<file path="src/rtl/seven_seg_capture_pkg.sv">
// rtl/seven_seg_capture_pkg.sv - shared symbol codes, segment patterns and capture FSM states
package seven_seg_capture_pkg;

    localparam int AN_W  = 4;
    localparam int SEG_W = 7;
    localparam int SYM_W = 5;

    localparam logic [SYM_W-1:0] SYM_DASH  = 5'h10;
    localparam logic [SYM_W-1:0] SYM_BLANK = 5'h11;
    localparam logic [SYM_W-1:0] SYM_UNK   = 5'h1F;

    // Active-low cathodes, bit 6 = segment a ... bit 0 = segment g
    localparam logic [SEG_W-1:0] SEG_DASH  = 7'b1111110;
    localparam logic [SEG_W-1:0] SEG_BLANK = 7'b1111111;

    typedef enum logic [1:0] {
        ST_IDLE,
        ST_SETTLE,
        ST_CAPTURED
    } cap_state_e;

    function automatic logic [SEG_W-1:0] hex_to_seg(input logic [3:0] h);
        case (h)
            4'h0:    hex_to_seg = 7'b0000001;
            4'h1:    hex_to_seg = 7'b1001111;
            4'h2:    hex_to_seg = 7'b0010010;
            4'h3:    hex_to_seg = 7'b0000110;
            4'h4:    hex_to_seg = 7'b1001100;
            4'h5:    hex_to_seg = 7'b0100100;
            4'h6:    hex_to_seg = 7'b0100000;
            4'h7:    hex_to_seg = 7'b0001111;
            4'h8:    hex_to_seg = 7'b0000000;
            4'h9:    hex_to_seg = 7'b0000100;
            4'hA:    hex_to_seg = 7'b0001000;
            4'hB:    hex_to_seg = 7'b1100000;
            4'hC:    hex_to_seg = 7'b0110001;
            4'hD:    hex_to_seg = 7'b1000010;
            4'hE:    hex_to_seg = 7'b0110000;
            default: hex_to_seg = 7'b0111000;
        endcase
    endfunction

endpackage

</file>
<file path="src/rtl/seven_seg_capture_if.sv">
// rtl/seven_seg_capture_if.sv - multiplexed seven-segment bus (anodes + cathodes, active-low)
interface seven_seg_capture_if;
    import seven_seg_capture_pkg::*;

    logic [AN_W-1:0]  an;
    logic [SEG_W-1:0] seg;

    modport master (output an, seg);
    modport slave  (input  an, seg);
endinterface

</file>
<file path="src/rtl/seven_seg_capture_decode.sv">
// rtl/seven_seg_capture_decode.sv - combinational cathode pattern to 5-bit symbol decoder
module seg_pattern_decode
    import seven_seg_capture_pkg::*;
(
    input  logic [SEG_W-1:0] i_seg,
    output logic [SYM_W-1:0] o_sym
);
    always_comb begin
        o_sym = SYM_UNK;
        if (i_seg == SEG_DASH)
            o_sym = SYM_DASH;
        else if (i_seg == SEG_BLANK)
            o_sym = SYM_BLANK;
        for (int i = 0; i < 16; i++)
            if (i_seg == hex_to_seg(4'(i)))
                o_sym = SYM_W'(i);
    end
endmodule

</file>
<file path="src/rtl/seven_seg_capture.sv">
// rtl/seven_seg_capture.sv - seven-segment bus monitor: synchronize, debounce, decode, reassemble frames
module seven_seg_capture
    import seven_seg_capture_pkg::*;
#(
    parameter int STABLE_CYCLES  = 16,
    parameter int TIMEOUT_CYCLES = 1_000_000,
    parameter int CNT_W          = 20
) (
    input  logic                 i_clk,
    input  logic                 i_rst_n,
    seven_seg_capture_if.slave   bus,
    output logic [4*SYM_W-1:0]   o_digits,
    output logic                 o_frame_valid,
    output logic [5:0]           o_result,
    output logic                 o_result_ok,
    output logic                 o_invalid,
    output logic                 o_stall,
    output logic                 o_bad_an
);
    localparam logic [CNT_W-1:0]   SETTLE_LAST = CNT_W'(STABLE_CYCLES - 1);
    localparam logic [CNT_W-1:0]   TMO_MAX     = CNT_W'(TIMEOUT_CYCLES);
    localparam logic [4*SYM_W-1:0] FRAME_E404  = {5'h0E, 5'h04, 5'h00, 5'h04};

    logic [AN_W-1:0]  r_an_s1, r_an_s2, r_ref_an;
    logic [SEG_W-1:0] r_seg_s1, r_seg_s2, r_ref_seg;
    cap_state_e       r_state;
    logic [CNT_W-1:0] r_settle, r_timeout;
    logic             r_multi_prev;
    logic [AN_W-1:0]  r_mask;
    logic [SYM_W-1:0] r_shadow [AN_W];

    logic [2:0]         w_low_cnt;
    logic               w_one_low, w_multi_low, w_an_idle, w_changed, w_write, w_tmo_hit, w_ok;
    logic [1:0]         w_slot;
    logic [SYM_W-1:0]   w_sym;
    logic [4*SYM_W-1:0] w_frame;

    always_ff @(posedge i_clk or negedge i_rst_n) begin
        if (!i_rst_n) begin
            r_an_s1  <= '1;
            r_an_s2  <= '1;
            r_seg_s1 <= '1;
            r_seg_s2 <= '1;
        end else begin
            r_an_s1  <= bus.an;
            r_an_s2  <= r_an_s1;
            r_seg_s1 <= bus.seg;
            r_seg_s2 <= r_seg_s1;
        end
    end

    assign w_low_cnt   = 3'($countones(~r_an_s2));
    assign w_one_low   = (w_low_cnt == 3'd1);
    assign w_multi_low = (w_low_cnt >= 3'd2);
    assign w_an_idle   = (r_an_s2 == '1);
    assign w_changed   = ({r_an_s2, r_seg_s2} != {r_ref_an, r_ref_seg});
    assign w_write     = (r_state == ST_SETTLE) && !w_changed && (r_settle == SETTLE_LAST);
    assign w_tmo_hit   = (r_timeout == TMO_MAX - CNT_W'(1));

    always_comb begin
        w_slot = 2'd0;
        for (int i = 0; i < AN_W; i++)
            if (!r_ref_an[i])
                w_slot = 2'(i);
    end

    seg_pattern_decode u_decode (
        .i_seg (r_ref_seg),
        .o_sym (w_sym)
    );

    // Settle count starts at 0 on the first cycle the new pair is seen, so the write lands STABLE_CYCLES after sync
    always_ff @(posedge i_clk or negedge i_rst_n) begin
        if (!i_rst_n) begin
            r_state      <= ST_IDLE;
            r_settle     <= '0;
            r_ref_an     <= '1;
            r_ref_seg    <= '1;
            r_multi_prev <= 1'b0;
            o_bad_an     <= 1'b0;
        end else begin
            r_multi_prev <= w_multi_low;
            o_bad_an     <= w_multi_low && !r_multi_prev;
            case (r_state)
                ST_IDLE: begin
                    if (w_one_low) begin
                        r_state   <= ST_SETTLE;
                        r_ref_an  <= r_an_s2;
                        r_ref_seg <= r_seg_s2;
                        r_settle  <= '0;
                    end
                end
                ST_SETTLE: begin
                    if (w_multi_low || w_an_idle) begin
                        r_state  <= ST_IDLE;
                        r_settle <= '0;
                    end else if (w_changed) begin
                        r_ref_an  <= r_an_s2;
                        r_ref_seg <= r_seg_s2;
                        r_settle  <= '0;
                    end else if (w_write) begin
                        r_state <= ST_CAPTURED;
                    end else begin
                        r_settle <= r_settle + CNT_W'(1);
                    end
                end
                ST_CAPTURED: begin
                    if (w_multi_low || w_an_idle) begin
                        r_state <= ST_IDLE;
                    end else if (w_changed) begin
                        r_state   <= ST_SETTLE;
                        r_ref_an  <= r_an_s2;
                        r_ref_seg <= r_seg_s2;
                        r_settle  <= '0;
                    end
                end
                default: r_state <= ST_IDLE;
            endcase
        end
    end

    assign w_frame = {r_shadow[3], r_shadow[2], r_shadow[1], r_shadow[0]};
    assign w_ok    = (w_frame[19:15] == SYM_DASH) && (w_frame[14:10] == SYM_DASH)
                   && (w_frame[9:5] <= 5'h03) && (w_frame[4:0] <= 5'h0F);

    // A slot write beats a coinciding timeout: counter clears and the mask survives
    always_ff @(posedge i_clk or negedge i_rst_n) begin
        if (!i_rst_n) begin
            for (int i = 0; i < AN_W; i++)
                r_shadow[i] <= '0;
            r_mask        <= '0;
            r_timeout     <= '0;
            o_stall       <= 1'b0;
            o_frame_valid <= 1'b0;
            o_digits      <= '0;
            o_result      <= '0;
            o_result_ok   <= 1'b0;
            o_invalid     <= 1'b0;
        end else begin
            if (w_write)
                r_shadow[w_slot] <= w_sym;

            if (w_write)
                r_mask <= ((r_mask == 4'hF) ? 4'h0 : r_mask) | (4'b0001 << w_slot);
            else if ((r_mask == 4'hF) || w_tmo_hit)
                r_mask <= 4'h0;

            if (w_write) begin
                r_timeout <= '0;
                o_stall   <= 1'b0;
            end else if (r_timeout != TMO_MAX) begin
                r_timeout <= r_timeout + CNT_W'(1);
                if (w_tmo_hit)
                    o_stall <= 1'b1;
            end

            o_frame_valid <= (r_mask == 4'hF);
            if (r_mask == 4'hF) begin
                o_digits    <= w_frame;
                o_result    <= {w_frame[6:5], w_frame[3:0]};
                o_result_ok <= w_ok;
                o_invalid   <= (w_frame == FRAME_E404);
            end
        end
    end
endmodule

</file>
<file path="src/flat_wrapper.sv">
// flat-port wrapper written by rule: the top's interface ports become plain ports
module seven_seg_capture_flat import seven_seg_capture_pkg::*;
#(
    parameter int STABLE_CYCLES  = 16,
    parameter int TIMEOUT_CYCLES = 1_000_000,
    parameter int CNT_W          = 20
)
  (i_clk, i_rst_n, o_digits, o_frame_valid, o_result, o_result_ok, o_invalid, o_stall, o_bad_an, bus_an, bus_seg);
  seven_seg_capture_if bus_i ();
  input  logic i_clk;
  input  logic i_rst_n;
  output logic [4*SYM_W-1:0] o_digits;
  output logic o_frame_valid;
  output logic [5:0] o_result;
  output logic o_result_ok;
  output logic o_invalid;
  output logic o_stall;
  output logic o_bad_an;
  input wire logic [$bits(bus_i.an)-1:0] bus_an;
  input wire logic [$bits(bus_i.seg)-1:0] bus_seg;
  assign bus_i.an = bus_an;
  assign bus_i.seg = bus_seg;
  seven_seg_capture #(.STABLE_CYCLES(STABLE_CYCLES), .TIMEOUT_CYCLES(TIMEOUT_CYCLES), .CNT_W(CNT_W)) u_core (.i_clk(i_clk), .i_rst_n(i_rst_n), .bus(bus_i), .o_digits(o_digits), .o_frame_valid(o_frame_valid), .o_result(o_result), .o_result_ok(o_result_ok), .o_invalid(o_invalid), .o_stall(o_stall), .o_bad_an(o_bad_an));
endmodule
</file>
<file path="config.mk">
export PLATFORM = sky130hd
export DESIGN_NAME = seven_seg_capture_flat
export DESIGN_NICKNAME = d
export VERILOG_FILES = /design/src/rtl/seven_seg_capture_pkg.sv /design/src/rtl/seven_seg_capture_if.sv /design/src/rtl/seven_seg_capture_decode.sv /design/src/rtl/seven_seg_capture.sv /design/src/flat_wrapper.sv
export SDC_FILE = /design/constraint.sdc
export NUM_CORES = 1
export LEC_CHECK = 0
export CORE_MARGIN = 3
export CORE_UTILIZATION = 61
export CTS_BUF_LIST = sky130_fd_sc_hd__clkbuf_8
export DETAILED_ROUTE_END_ITERATION = 10
export PLACE_DENSITY = 0.83
export SETUP_SLACK_MARGIN = 0.5
export SYNTH_ARGS = -nofsm -noshare
export SYNTH_HDL_FRONTEND = slang
export SYNTH_SLANG_ARGS = --single-unit
</file>
<file path="constraint.sdc">
create_clock -name i_clk -period 3.35 [get_ports i_clk]
set_input_delay 0.335 -clock i_clk [delete_from_list [all_inputs] [get_ports i_clk]]
set_output_delay 0.335 -clock i_clk [all_outputs]
set_load 0.005 [all_outputs]
</file>
==> flow_metrics.tcl <==
set metrics [dict create \
    synthFlopType "dfrtp_1" \
    hold_path_class "input pin to flip-flop" \
    vias_per_cell 6.36 \
    cts.sinks 125 \
    max_freq_mhz 322 \
    tns_ns 0 \
    synth_edf_count 0 \
    skew_ns 0.0178 \
    die_w_um 106 \
    antenna_found_initial 0 \
    area_delta_synth_final_pct 26.3 \
    holdCritStartpoint "bus_seg[2]" \
    first_iter_violations 528 \
    max_stage_delay_ns 0.56 \
    clk_latency_ns 0.45 \
    syn_nets 614 \
    cts-root-buf "clkbuf_8" \
    routed_wl_um 16200 \
    rsz0062_at_grt "true" \
    place_hpwl_um 8120 \
    worst_pin_slew_ns 0.735 \
    preCtsSetupSlack_ns 0.149 \
    crit_type "flip-flop to flip-flop" \
    max-slew-margin-rel_pct 50.5 \
    startpoint_type "flip-flop" \
    start_util_pct 64.4 \
    clk_pin_slew_ns 0.07 \
    gp_congestion 0.848 \
    vias 5107 \
    yosys.area_share.adder_pct 3.00 \
    critPathTopFamily "adder cells" \
    synth_top_family_by_area "simple AND/OR/NAND/NOR gates" \
    synthMuxAreaShare_pct 6.10 \
    worstRegToRegCells 13 \
    grt_pass1_wl_um 24100 \
    syn_avg_cell_area_um2 10.4 \
    htreeDepth 4 \
    synth-compound-area-share_pct 7.12 \
    synth_cell_type_count 65 \
    grt_pass1_vias 4953 \
    synthesis.area_mm2 0.00609 \
    die_area_mm2 0.0112 \
    period_share_pct 92.7 \
    port_buffers 43 \
    cts_buffers 17 \
    cp_max_fo 6 \
    powerDensity_mw_per_mm2 606 \
    crit_arrival_ns 3.47 \
    coreArea_mm2 0.00946 \
    fin_crit_ns 3.10 \
    diodes 0 \
    ys_seq_area_share_pct 52.0 \
    netlist_top_cells_area "dfrtp_1, dfstp_2, nand2_1" \
    setup-violations-final 0 \
    min_to "u_core.r_seg_s1[2]" \
    slowest_stage "dfstp_2" \
    grt_usage_pct 27.2 \
    drive_gt1_share_pct 27.9 \
    hold_depth 1 \
    async_flop_share_pct 100 \
    worst_r2r_endpoint "u_core.r_settle[4]" \
    cap_violations 0 \
    clockBufferDepth 2 \
    path_buf_inv 4 \
    grt_overflow 0 \
    yosysWarningCount 0 \
    grt_max_degree 81 \
    antenna_left 0 \
    slew_viol_final 0 \
    synthCells 587 \
    rows 35 \
    synth_seq_cells 125 \
    firstDrtPassIters 5 \
    drcViolationCount 0 \
    netlist.area_leader.share_pct 37.8 \
    r2r_slack_ns 0.25 \
    outcome "complete, no violations" \
    crit_path_cell_trace "inv_2 > ha_4 > ha_4 > inv_4 > fa_2 > and3_4 > nand2_4 > o31a_1 > a21oi_4 > buf_6 > buf_6 > or3_1 > a21oi_2" \
    p_leak_nw 3.45 \
    setup_slack_ns 0.246 \
    synthSimpleGateAreaFrac_pct 23.4 \
    synthXorXnorAreaFrac_pct 4.45 \
    yosysTopAreaCell "dfrtp_1" \
    cp_data_required_time_ns 3.72 \
    cts_tree "yes" \
    hold_viol 0 \
    cp-end-kind "flip-flop" \
    yosys-top-cells-count "nand2_1, dfrtp_1, nor2_1" \
    wl_per_cell_um 20.1 \
    vdd_drop_max_uv 557 \
    dieHeight_um 106 \
    io_pins 44 \
    num-nets-final 688 \
    yosysMostFrequentCell "nand2_1" \
    r2r_start "u_core.r_an_s2[2]" \
]
-- routing by layer --
metal | vias up | track usage (%) | part of all wire [%]
met3 | 109 | 6.62 | 8.0
li1 | 2208 | - | -
met4 | 0 | 15.7 | 5.7
met5 | - | 0 | 0
met1 | 2477 | 32.8 | 38
met2 | 313 | 44.8 | 48
-- placed cells by master, fill, tap and decap left out, types with 11 or more instances in the layout --
cell type	count
nor3_1	12
xor2_1	26
a21oi_1	14
or3_1	11
inv_1	14
clkbuf_8	18
clkdlybuf4s50_1	42
nor2_1	35
buf_6	12
dfstp_2	33
buf_4	26
nand4_1	11
mux2_4	14
nand2_1	93
nand3_1	21
o21ai_0	12
dfrtp_1	92
mux2_1	14
-- layout make-up --
class | count | area, um^2
clock buffers | 18 | 248
repair buffers | 82 | 781
clock inverters | 14 | 215
fillers | 531 | 1760
well taps | 129 | 161
flip-flops and latches | 125 | 3170
inverters | 18 | 70.1
multi-input cells | 417 | 3050
-- sequential cells by signal, indices dropped and copies added, names as in the netlist, 2 cells and up --
name / flops
u_core.r_state: 2
u_core.r_timeout: 20
u_core.r_ref_an: 4
u_core.o_digits: 15
u_core.o_result: 5
u_core.r_seg_s1: 7
u_core.r_shadow: 20
u_core.r_an_s2: 4
u_core.r_settle: 20
u_core.r_seg_s2: 7
u_core.r_mask: 4
u_core.r_ref_seg: 7
u_core.r_an_s1: 4
-- metrics by stage --
| stage | instances | power, mW | area [um^2] | hold WS [ns] | utilization (%) |
|---|---|---|---|---|---|
| 2_1_floorplan | 587 | 2.53 | 6170 | 0.0394 | - |
| 3_3_place_gp | 732 | 2.67 | 6610 | 0.346 | 69.9 |
| 3_5_place_dp | 732 | 2.71 | 6610 | 0.347 | 69.9 |
| 4_1_cts | 792 | 4.42 | 7440 | 0.277 | 78.6 |
| 5_1_grt | 803 | 4.83 | 7700 | 0.282 | 81.4 |
| 6_report | 803 | 4.67 | 7700 | 0.295 | 81.4 |
-- power breakdown --
part | leakage [nW] | total [mW] | switching [mW] | internal (mW)
Clock | 0.241 | 1.53 | 0.624 | 0.911
Sequential | 1.61 | 1.94 | 0.266 | 1.67
Combinational | 1.59 | 1.19 | 0.640 | 0.554
Total | 3.45 | 4.67 | 1.53 | 3.14
-- worst max path at each step --
stage / slack, ns / cells past startpoint / from / to
after floorplan: 0.45 / 12 / u_core.r_an_s2[0] / u_core.r_settle[0]
after global placement: 0.33 / 11 / u_core.r_an_s2[1] / u_core.r_settle[18]
after detailed placement: 0.15 / 11 / u_core.r_an_s2[1] / u_core.r_settle[7]
after CTS: 0.42 / 12 / u_core.r_an_s2[2] / u_core.r_settle[0]
after global routing: 0.15 / 13 / u_core.r_an_s2[2] / u_core.r_settle[4]
final: 0.25 / 13 / u_core.r_an_s2[2] / u_core.r_settle[4]
-- kinds of logic (layout without fill, tap and decap cells) --
| logic type | Yosys count | count (layout) |
|---|---|---|
| and+or+nand+nor | 263 | 263 |
| DFF | 125 | 125 |
| AOI/OAI and AO/OA | 73 | 76 |
| buffers and inverters | 48 | 132 |
| muxes | 33 | 33 |
| xor gates and xnor gates | 31 | 31 |
| adders and majority gates | 14 | 14 |
-- what timing repair did --
item                       CTS  global route
buffers inserted            25            10
setup endpoints to repair   32            38
resized for setup           40            45
pin swaps                   28            27
cloned                       2             1
hold endpoints to repair    45             0
hold buffers                 1             0
No activity file was read; power rests on OpenSTA's default activity.
